<file path="src/rtl/reset_stage_sequencer_if.sv">
// Signal bundle between the reset stage sequencer and the reset domains it controls.
// The sequencer drives the master modport; the domains and software drive the slave modport.
interface reset_stage_sequencer_if #(
  parameter int NUM_STAGES = 4
);
  // stage_ack is a level, not a pulse: the sequencer samples stage_ack[k] once per edge
  // only while it waits on stage k, and ignores that bit once it has been accepted.
  logic                  soft_rst_req;
  logic [NUM_STAGES-1:0] stage_ack;
  logic [NUM_STAGES-1:0] stage_rst_n;
  logic                  seq_done;
  logic                  seq_err;
  logic [2:0]            seq_state;

  modport master (
    input  soft_rst_req,
    input  stage_ack,
    output stage_rst_n,
    output seq_done,
    output seq_err,
    output seq_state
  );

  modport slave (
    output soft_rst_req,
    output stage_ack,
    input  stage_rst_n,
    input  seq_done,
    input  seq_err,
    input  seq_state
  );
endinterface

</file>
<file path="src/rtl/reset_stage_sequencer.sv">
// Releases downstream reset domains one at a time, each after a delay and the previous ack.
// Optional: define SOFT_RST_SYNC_EN to pass soft_rst_req through a 2-flop synchronizer.
module reset_stage_sequencer #(
  parameter int NUM_STAGES  = 4,
  parameter int STAGE_DELAY = 16,
  parameter int HOLD_CYCLES = 8,
  parameter int TIMEOUT     = 1000,
  parameter int CNT_W       = 16
) (
  input  logic                     clk,
  input  logic                     rst,
  reset_stage_sequencer_if.master  bus
);
  localparam int IDX_W = (NUM_STAGES > 1) ? $clog2(NUM_STAGES) : 1;
  localparam logic [CNT_W-1:0] DELAY_LAST   = CNT_W'(STAGE_DELAY - 1);
  localparam logic [CNT_W-1:0] HOLD_LAST    = CNT_W'(HOLD_CYCLES - 1);
  localparam logic [CNT_W-1:0] TIMEOUT_LAST = CNT_W'(TIMEOUT - 1);
  localparam logic [IDX_W-1:0] IDX_LAST     = IDX_W'(NUM_STAGES - 1);

  typedef enum logic [2:0] {
    S_DELAY    = 3'd1,
    S_WAIT_ACK = 3'd2,
    S_DONE     = 3'd3,
    S_HOLD     = 3'd4,
    S_ERR      = 3'd5
  } state_t;

  state_t                state, state_nxt;
  logic [IDX_W-1:0]      idx, idx_nxt;
  logic [CNT_W-1:0]      cnt, cnt_nxt;
  logic [CNT_W-1:0]      tcnt, tcnt_nxt;
  logic [NUM_STAGES-1:0] rst_n_q, rst_n_nxt;
  logic                  done_q, done_nxt;
  logic                  err_q, err_nxt;
  logic                  soft_req;
  logic                  ack_sel;

`ifdef SOFT_RST_SYNC_EN
  logic [1:0] soft_sync;
  always_ff @(posedge clk or posedge rst) begin
    if (rst) soft_sync <= 2'b00;
    else     soft_sync <= {soft_sync[0], bus.soft_rst_req};
  end
  assign soft_req = soft_sync[1];
`else
  assign soft_req = bus.soft_rst_req;
`endif

  assign ack_sel = bus.stage_ack[idx];

  always_ff @(posedge clk or posedge rst) begin
    if (rst) begin
      state   <= S_DELAY;
      idx     <= '0;
      cnt     <= '0;
      tcnt    <= '0;
      rst_n_q <= '0;
      done_q  <= 1'b0;
      err_q   <= 1'b0;
    end else begin
      state   <= state_nxt;
      idx     <= idx_nxt;
      cnt     <= cnt_nxt;
      tcnt    <= tcnt_nxt;
      rst_n_q <= rst_n_nxt;
      done_q  <= done_nxt;
      err_q   <= err_nxt;
    end
  end

  always_comb begin
    state_nxt = state;
    idx_nxt   = idx;
    cnt_nxt   = cnt;
    tcnt_nxt  = tcnt;
    rst_n_nxt = rst_n_q;
    done_nxt  = done_q;
    err_nxt   = err_q;

    case (state)
      S_DELAY: begin
        if (cnt == DELAY_LAST) begin
          rst_n_nxt = rst_n_q | (NUM_STAGES'(1) << idx);
          tcnt_nxt  = '0;
          state_nxt = S_WAIT_ACK;
        end else begin
          cnt_nxt = cnt + 1'b1;
        end
      end
      S_WAIT_ACK: begin
        if (ack_sel) begin
          if (idx == IDX_LAST) begin
            done_nxt  = 1'b1;
            state_nxt = S_DONE;
          end else begin
            idx_nxt   = idx + 1'b1;
            cnt_nxt   = '0;
            state_nxt = S_DELAY;
          end
        end else if (tcnt == TIMEOUT_LAST) begin
          err_nxt   = 1'b1;
          state_nxt = S_ERR;
        end else begin
          tcnt_nxt = tcnt + 1'b1;
        end
      end
      S_DONE, S_ERR: begin
      end
      S_HOLD: begin
        // The hold window only starts once software lets go of the request.
        if (soft_req) begin
          cnt_nxt = '0;
        end else if (cnt == HOLD_LAST) begin
          cnt_nxt   = '0;
          state_nxt = S_DELAY;
        end else begin
          cnt_nxt = cnt + 1'b1;
        end
      end
      default: begin
        state_nxt = S_DELAY;
        idx_nxt   = '0;
        cnt_nxt   = '0;
        tcnt_nxt  = '0;
      end
    endcase

    if (soft_req && (state != S_HOLD)) begin
      rst_n_nxt = '0;
      done_nxt  = 1'b0;
      err_nxt   = 1'b0;
      idx_nxt   = '0;
      cnt_nxt   = '0;
      state_nxt = S_HOLD;
    end
  end

  assign bus.stage_rst_n = rst_n_q;
  assign bus.seq_done    = done_q;
  assign bus.seq_err     = err_q;
  assign bus.seq_state   = state;
endmodule
</file>
<file path="src/flat_wrapper.sv">
// flat-port wrapper written by rule: the top's interface ports become plain ports
module reset_stage_sequencer_flat 
#(
  parameter int NUM_STAGES  = 4,
  parameter int STAGE_DELAY = 16,
  parameter int HOLD_CYCLES = 8,
  parameter int TIMEOUT     = 1000,
  parameter int CNT_W       = 16
)
  (clk, rst, bus_soft_rst_req, bus_stage_ack, bus_stage_rst_n, bus_seq_done, bus_seq_err, bus_seq_state);
  reset_stage_sequencer_if #(.NUM_STAGES(NUM_STAGES)) bus_i ();
  input  logic clk;
  input  logic rst;
  input wire logic [$bits(bus_i.soft_rst_req)-1:0] bus_soft_rst_req;
  input wire logic [$bits(bus_i.stage_ack)-1:0] bus_stage_ack;
  output wire logic [$bits(bus_i.stage_rst_n)-1:0] bus_stage_rst_n;
  output wire logic [$bits(bus_i.seq_done)-1:0] bus_seq_done;
  output wire logic [$bits(bus_i.seq_err)-1:0] bus_seq_err;
  output wire logic [$bits(bus_i.seq_state)-1:0] bus_seq_state;
  assign bus_i.soft_rst_req = bus_soft_rst_req;
  assign bus_i.stage_ack = bus_stage_ack;
  assign bus_stage_rst_n = bus_i.stage_rst_n;
  assign bus_seq_done = bus_i.seq_done;
  assign bus_seq_err = bus_i.seq_err;
  assign bus_seq_state = bus_i.seq_state;
  reset_stage_sequencer #(.NUM_STAGES(NUM_STAGES), .STAGE_DELAY(STAGE_DELAY), .HOLD_CYCLES(HOLD_CYCLES), .TIMEOUT(TIMEOUT), .CNT_W(CNT_W)) u_core (.clk(clk), .rst(rst), .bus(bus_i));
endmodule
</file>
<file path="config.mk">
export PLATFORM = sky130hd
export DESIGN_NAME = reset_stage_sequencer_flat
export DESIGN_NICKNAME = d
export VERILOG_FILES = /design/src/rtl/reset_stage_sequencer_if.sv /design/src/rtl/reset_stage_sequencer.sv /design/src/flat_wrapper.sv
export SDC_FILE = /design/constraint.sdc
export NUM_CORES = 1
export LEC_CHECK = 0
export CAP_MARGIN = 10
export CORE_MARGIN = 4
export CORE_UTILIZATION = 26
export CTS_CLUSTER_DIAMETER = 30
export DETAILED_ROUTE_END_ITERATION = 10
export GPL_TIMING_DRIVEN = 1
export PLACE_DENSITY = 0.4
export SLEW_MARGIN = 25
export SYNTH_ARGS = -nofsm -noshare
export SYNTH_HDL_FRONTEND = slang
export SYNTH_SLANG_ARGS = --single-unit
</file>
<file path="constraint.sdc">
create_clock -name clk -period 3.3 [get_ports clk]
set_clock_uncertainty 0.15 [all_clocks]
set_input_delay 0.825 -clock clk [delete_from_list [all_inputs] [get_ports clk]]
set_output_delay 0.825 -clock clk [all_outputs]
set_load 0.1 [all_outputs]
</file>
==> metrics.md <==
| Metric | Value |
|---|---|
| Endpoint of the worst-slack reg-to-reg timing path | u_core.cnt[0]$_DFFE_PP0P_ |
| Startpoint type of the worst setup path | flop |
| # setup viols final | 0 |
| Most frequent cell after synthesis | dfrtp_1 |
| Num CTS Buffers | 5 |
| Fmax | 353 MHz |
| Setup TNS Final | 0 ps |
| Sequential area share after synthesis | 0.411 |
| Hold/Removal Path Class | flop to flop |
| Critical path endpoint category | flop |
| Pwr Density | roughly 530 mW/mm^2 |
| Die width | 108 um |
| Clock latency at the later pin of the worst-skew pair | 300 ps |
| Share of cells above drive strength 1 | 0.138 |
| Via count | 2241 |
| H-tree levels | 2 |
| Prevailing post-synth register cell | dfrtp_1 |
| Hold buffers post-CTS | 0 |
| Synthesized Nets | slightly above 300 |
| Critical path class | flop to flop |
| I/O Pins | 16 |
| Hold path depth | 2 |
| Antenna diodes | 0 |
| Via/cell ratio | 5.05 |
| Post-synth top area share | 0.401 |
| Fin nets | 323 |
| Tot GR Track Use | 0.125 |
| Number of synthesized flops with an enable pin | 0 |
| Grt ovf | 0 |
| Mapped Cells | 289 |
| Initial Utilization | 0.268 |
| LEAKAGE | 0.00137 uW |
| Post-DRT Antenna Nets | 0 |
| First-pass GRT wire length | 11800 um |
| Core ar. | 0.00977 mm^2 |
| Die Ht | 108 um |
| Drt total wl | 6760 um |
| Mapped cell area | ~0.0026 mm^2 |
| Post-CTS setup buffers | 0 |
| Vias in the first global route | approximately 2300 |
| Drt pass-1 iters | 4 |
| Hold Startpoint | u_core.bus.stage_rst_n[1]$_DFFE_PP0P_ |
| # rows | 36 |
| IO Port Bufs | 15 |
| Wire length per cell | about 15 um |
| Hpwl dp | 4920 um |
| RSZ-0062 raised after global routing | no |
| Hold endpoint | u_core.bus.stage_rst_n[1]$_DFFE_PP0P_ |
| Synth warnings | 0 |
| Top cells by count, synth | dfrtp_1, nand2_1, nand3_1, nor2_1 |
| Clock Path Buffers | 2 |
| Post-synth ARST share | 1.00 |
| FF-to-FF setup slack | 470 ps |
| Top cells by area, synth | dfrtp_1, nand2_1, nand3_1, a21o_1, ha_1 |
| CTS tree | yes |
| # clock sinks | 43 |
| FF+latch count, synth | 43 |
| Min Clock Period, post-route | 2830 ps |
| RR Startpoint | u_core.cnt[12]$_DFFE_PP0P_ |
| Status | completed |
| Worst EP arrival | 2870 ps |
| Worst Path Max Fanout | 15 |
| Layout area overhead | 15.7% |
| Final hold viol count | 0 |
| Final RePlAce weighted congestion | 0.742 |
| Die ar. | 0.0118 mm^2 |
| Final Hold Slack | 350 ps |
| Netlist cell types | 53 |
| Antenna violations before repair | 0 |
| Largest net degree at the start of global routing | 27 |
| Tcrit/Tclk final | 0.857 |
| Root cell of the clock tree | clkbuf_8 |
| Worst-margin pin slew | roughly 630 ps |
| Post-synth top area cell | dfrtp_1 |
| Post_cts resized | 0 |
| Overall power | 1610 uW |
| 1st-iter DRT viols | 85 |
| Relative slew margins | 0.577 |
| Slew Limit Fails | 0 |
| Worst VDD drop | about 0.19 mV |
| Critical Path RT | around 3300 ps |
| DRC errors left | 0 |
| Syn Area/Cell | 9.07 um^2 |
| Clock slew seen by the registers of the worst setup and hold paths | roughly 90 ps |
| Worst reg-to-reg path cell count | 5 |
| Max_cap viols | 0 |
metrics by stage:
stage	setup WS, ps	std cells	utilization	area, um^2
2_1_floorplan	398	289	-	2620
3_3_place_gp	234	436	0.302	2950
3_5_place_dp	217	436	0.302	2950
4_1_cts	436	444	0.310	3030
5_1_grt	328	444	0.310	3030
6_report	470	444	0.310	3030
area by class of cell:
class	instances	area, um^2
fill	1061	6740
multi-input combinational	223	1450
sequential	43	1080
timing repair buffer	27	218
tap	133	166
clock buffer	7	76.3
inverter	10	37.5
clock inverter	1	7.51
routing by layer:
| metal | GRT usage | vias to the layer above | part of all wire |
|---|---|---|---|
| met4 | 0.0298 | 0 | 0.0077 |
| li1 | - | 1129 | - |
| met5 | 0 | - | 0 |
| met2 | 0.210 | 22 | 0.47 |
| met3 | 0.0203 | 4 | 0.023 |
| met1 | 0.169 | 1086 | 0.50 |
flip-flops by register name, indices dropped and copies added (netlist names):
name and flops:
u_core.bus.stage_rst_n 4, u_core.bus.seq_err 1, u_core.bus.seq_state 3, u_core.idx 2, u_core.tcnt 16, u_core.cnt 16
u_core.bus.seq_done 1
worst max-delay path, stage by stage, from the launching register on:
cell     delay, ps
dfrtp_1        430
or4_4          600
or4_4          570
nor2_2         530
nor2_1         150
mux2_2         300
cells by family after synthesis:
logic type | after synthesis | synth area share
and+or+nand+nor | 131 | 0.273
AOI/OAI and AO/OA | 80 | 0.223
DFF | 43 | 0.411
buffers and inverters | 23 | 0.0358
muxes | 6 | 0.0291
adders and majority gates | 6 | 0.0286
worst max-delay path by stage:
| stage | from | to | cells past startpoint |
|---|---|---|---|
| after floorplan | u_core.bus.seq_state[1]$_DFFE_PP0P_ | u_core.cnt[2]$_DFFE_PP0P_ | 6 |
| after detailed placement | bus_stage_ack[3] | u_core.tcnt[5]$_DFFE_PP0P_ | 6 |
| after global routing | u_core.cnt[12]$_DFFE_PP0P_ | u_core.cnt[0]$_DFFE_PP0P_ | 5 |
| after CTS | u_core.cnt[12]$_DFFE_PP0P_ | u_core.cnt[0]$_DFFE_PP0P_ | 5 |
| final | u_core.cnt[12]$_DFFE_PP0P_ | u_core.cnt[0]$_DFFE_PP0P_ | 5 |
| after global placement | bus_stage_ack[3] | u_core.tcnt[3]$_DFFE_PP0P_ | 6 |
cell usage in the layout, fill, tap and decap left out, drive strengths merged, types with 8 or more instances in the layout:
cell type,Yosys,final
nor4,8,8
o21ai,13,13
o31ai,10,10
inv,10,10
buf,4,21
nor2,18,18
a21oi,12,12
nor3,8,8
a21o,12,12
nand3,20,20
nand2,32,32
dfrtp,42,42
or4,12,12
power breakdown:
group | internal, uW | switching (uW) | total, uW
sequential | 561 | 70.8 | 632
combinational | 221 | 415 | 636
clock | 150 | 191 | 342
total | 932 | 677 | 1610
(Power assumes the default switching activity.)
==> variant: new RTL, same flow settings <==
Add a define of `SOFT_RST_SYNC_EN`.
--- a/src/rtl/reset_stage_sequencer.sv
+++ b/src/rtl/reset_stage_sequencer.sv
@@ -1,5 +1,7 @@
 // Releases downstream reset domains one at a time, each after a delay and the previous ack.
 // Optional: define SOFT_RST_SYNC_EN to pass soft_rst_req through a 2-flop synchronizer.
+`define SOFT_RST_SYNC_EN
+
 module reset_stage_sequencer #(
   parameter int NUM_STAGES  = 4,
   parameter int STAGE_DELAY = 16,
Behaviour: not the same (Yosys sat finds a counterexample within 4 cycles, from zero or initial values and one cycle with rst high).
==> variant against the original RTL <==
  * Sequential cell count up 2
  * Setup slack improved by 0.12 ns
  * Global-route usage fell by 0.056 points
  * Synthesized area grew 0.67%
  * Wire length is 0.21% higher
  * Power shrank 5.4%
  * Cell area grew 0.49%
  * Register-to-register slack gained 0.35 ns
==> variant: results (changes against the original RTL) <==
status complete, no violations; critical path arrival 2.75 ns (-0.12 ns); Area after DPL 2910 um^2 (-1.3%); H-Tree Depth 2 (unchanged); library cells used by synthesis 51 (-3.8%); top cells by area, synth dfrtp_1 42%, nand2_1 4.6%, o31ai_1 4.3%, nor2_1 4.0%, a21oi_1 3.6%; drt first pass iters 4 (unchanged); initial drt markers 123 (+45%); register clock-pin slew on the reported worst setup and hold paths 0.09 ns (about the same); Reg2Reg Setup Slack 0.82 ns (+0.35 ns); top_reg_cell synth dfrtp_1; most instantiated cells after synthesis 44 x dfrtp_1, 32 x nand2_1, 28 x nor2_1; worst hold slack 0.203 ns (-0.147 ns); CP Max Fanout 22 (+7); GRT Resource Usage Total 12.5% (-0.056 points); Clock Tree Buf Depth 2 (unchanged); Max rail drop VDD 239 uV (+28%); R2R Path Start u_core.cnt[0]; hold path startpoint u_core.soft_sync[0]; n_diodes 0 (unchanged); WL met3 204 um (+30%); postcts setup bufs 0 (unchanged); first-pass GRT wire length 11700 um (-0.82%); Pleak 1.24 nW (-9.1%); Sequential Power Share 41.5% (+2.3 points); Filler cells 1051 (-0.94%); Placer Congestion 0.739 (-0.36%); placed wire-length estimate 4730 um (-3.8%); average wire per standard cell 15.4 um (+1.3%); Async SR Flop Fraction 100% (unchanged); Worst setup startpoint bus_stage_ack[3]; synthesis warning total 0 (unchanged); Switching Share 35.2% (-6.8 points); final core utilization 31.0% (about the same); vias in the first global route 2258 (-0.18%); largest net degree at the start of global routing 24 (-11%); PortBufs 15 (unchanged); layout cells sized above 1 11.8% (-2.1 points); sequential share of the synthesized area 42.7% (+1.6 points); top sig layer met4; Worst slew margin 50.0% (-7.7 points); comb pwr 0.375 mW (-41%); initial antenna violation count 0 (unchanged); Vias/cell 5.04 (about the same); Hold Crit Class flop to flop; metal2 WL 2910 um (-9.1%); M1 wire length 3590 um (+7.2%); Clk Tree Root Cell clkbuf_8; syn_nets 302 (unchanged); Skew-Pair Late Insertion Delay approximately 0.31 ns; dpl cells 431 (-1.1%); final cell count without fillers 439 (-1.1%); Layout Nets 318 (-1.5%); Num CTS Buffers 5 (unchanged)
-- variant: changes by cell type after synthesis, moves of 9 or more --
cell / before / now
o21ai_0: 1 / 16
a21o_1: 12 / 0
nor2_1: 17 / 28
nand3_1: 20 / 11
o21ai_1: 12 / 3
-- variant: worst max-delay path, stage by stage --
cell and delay [ns]:
clkdlybuf4s50_1 0.40, mux4_2 0.59, a21o_4 0.27, o21ai_4 0.21
nor2_4 0.13, a221o_1 0.32
-- variant: through the flow --
stage               power [mW]  setup slack, ns
global route              1.62            0.528
CTS                       1.55            0.585
floorplan                0.927            0.896
detailed placement        1.02            0.266
finish                    1.52            0.586
global placement          1.03            0.279
-- variant: logic make-up after synthesis --
logic type                 after synthesis  synth area share, %
and+or+nand+nor                        127                 26.1
AOI/OAI and AO/OA                       87                 22.6
DFF                                     45                 42.7
buffers and inverters                   19                 3.41
xor gates and xnor gates                 3                0.996
adders and majority gates                6                 2.84
muxes                                    2                 1.28
-- variant: metal layers --
layer | global-route usage, % | vias to the layer above
met5 | 0 | -
met4 | 3.79 | 0
met3 | 2.13 | 7
met2 | 18.6 | 25
met1 | 18.4 | 1063
li1 | - | 1119
-- variant: layout make-up --
class                      count  area share [%]
inverter                       8           0.985
tap                          133            5.46
timing repair buffer          20            5.42
sequential                    45            37.0
clock inverter                 3            2.26
multi-input combinational    225            46.6
clock buffer                   5            2.26
-- variant: worst paths after layout --
check                                          end  cells after the start
setup / recovery                     u_core.cnt[3]                      6
hold / removal                 u_core.soft_sync[1]                      0
setup reg to reg                   u_core.tcnt[11]                      6
hold reg to reg                u_core.soft_sync[1]                      0
max in group asynchronous  u_core.bus.seq_state[0]                      3
min in group asynchronous          u_core.tcnt[13]                      2
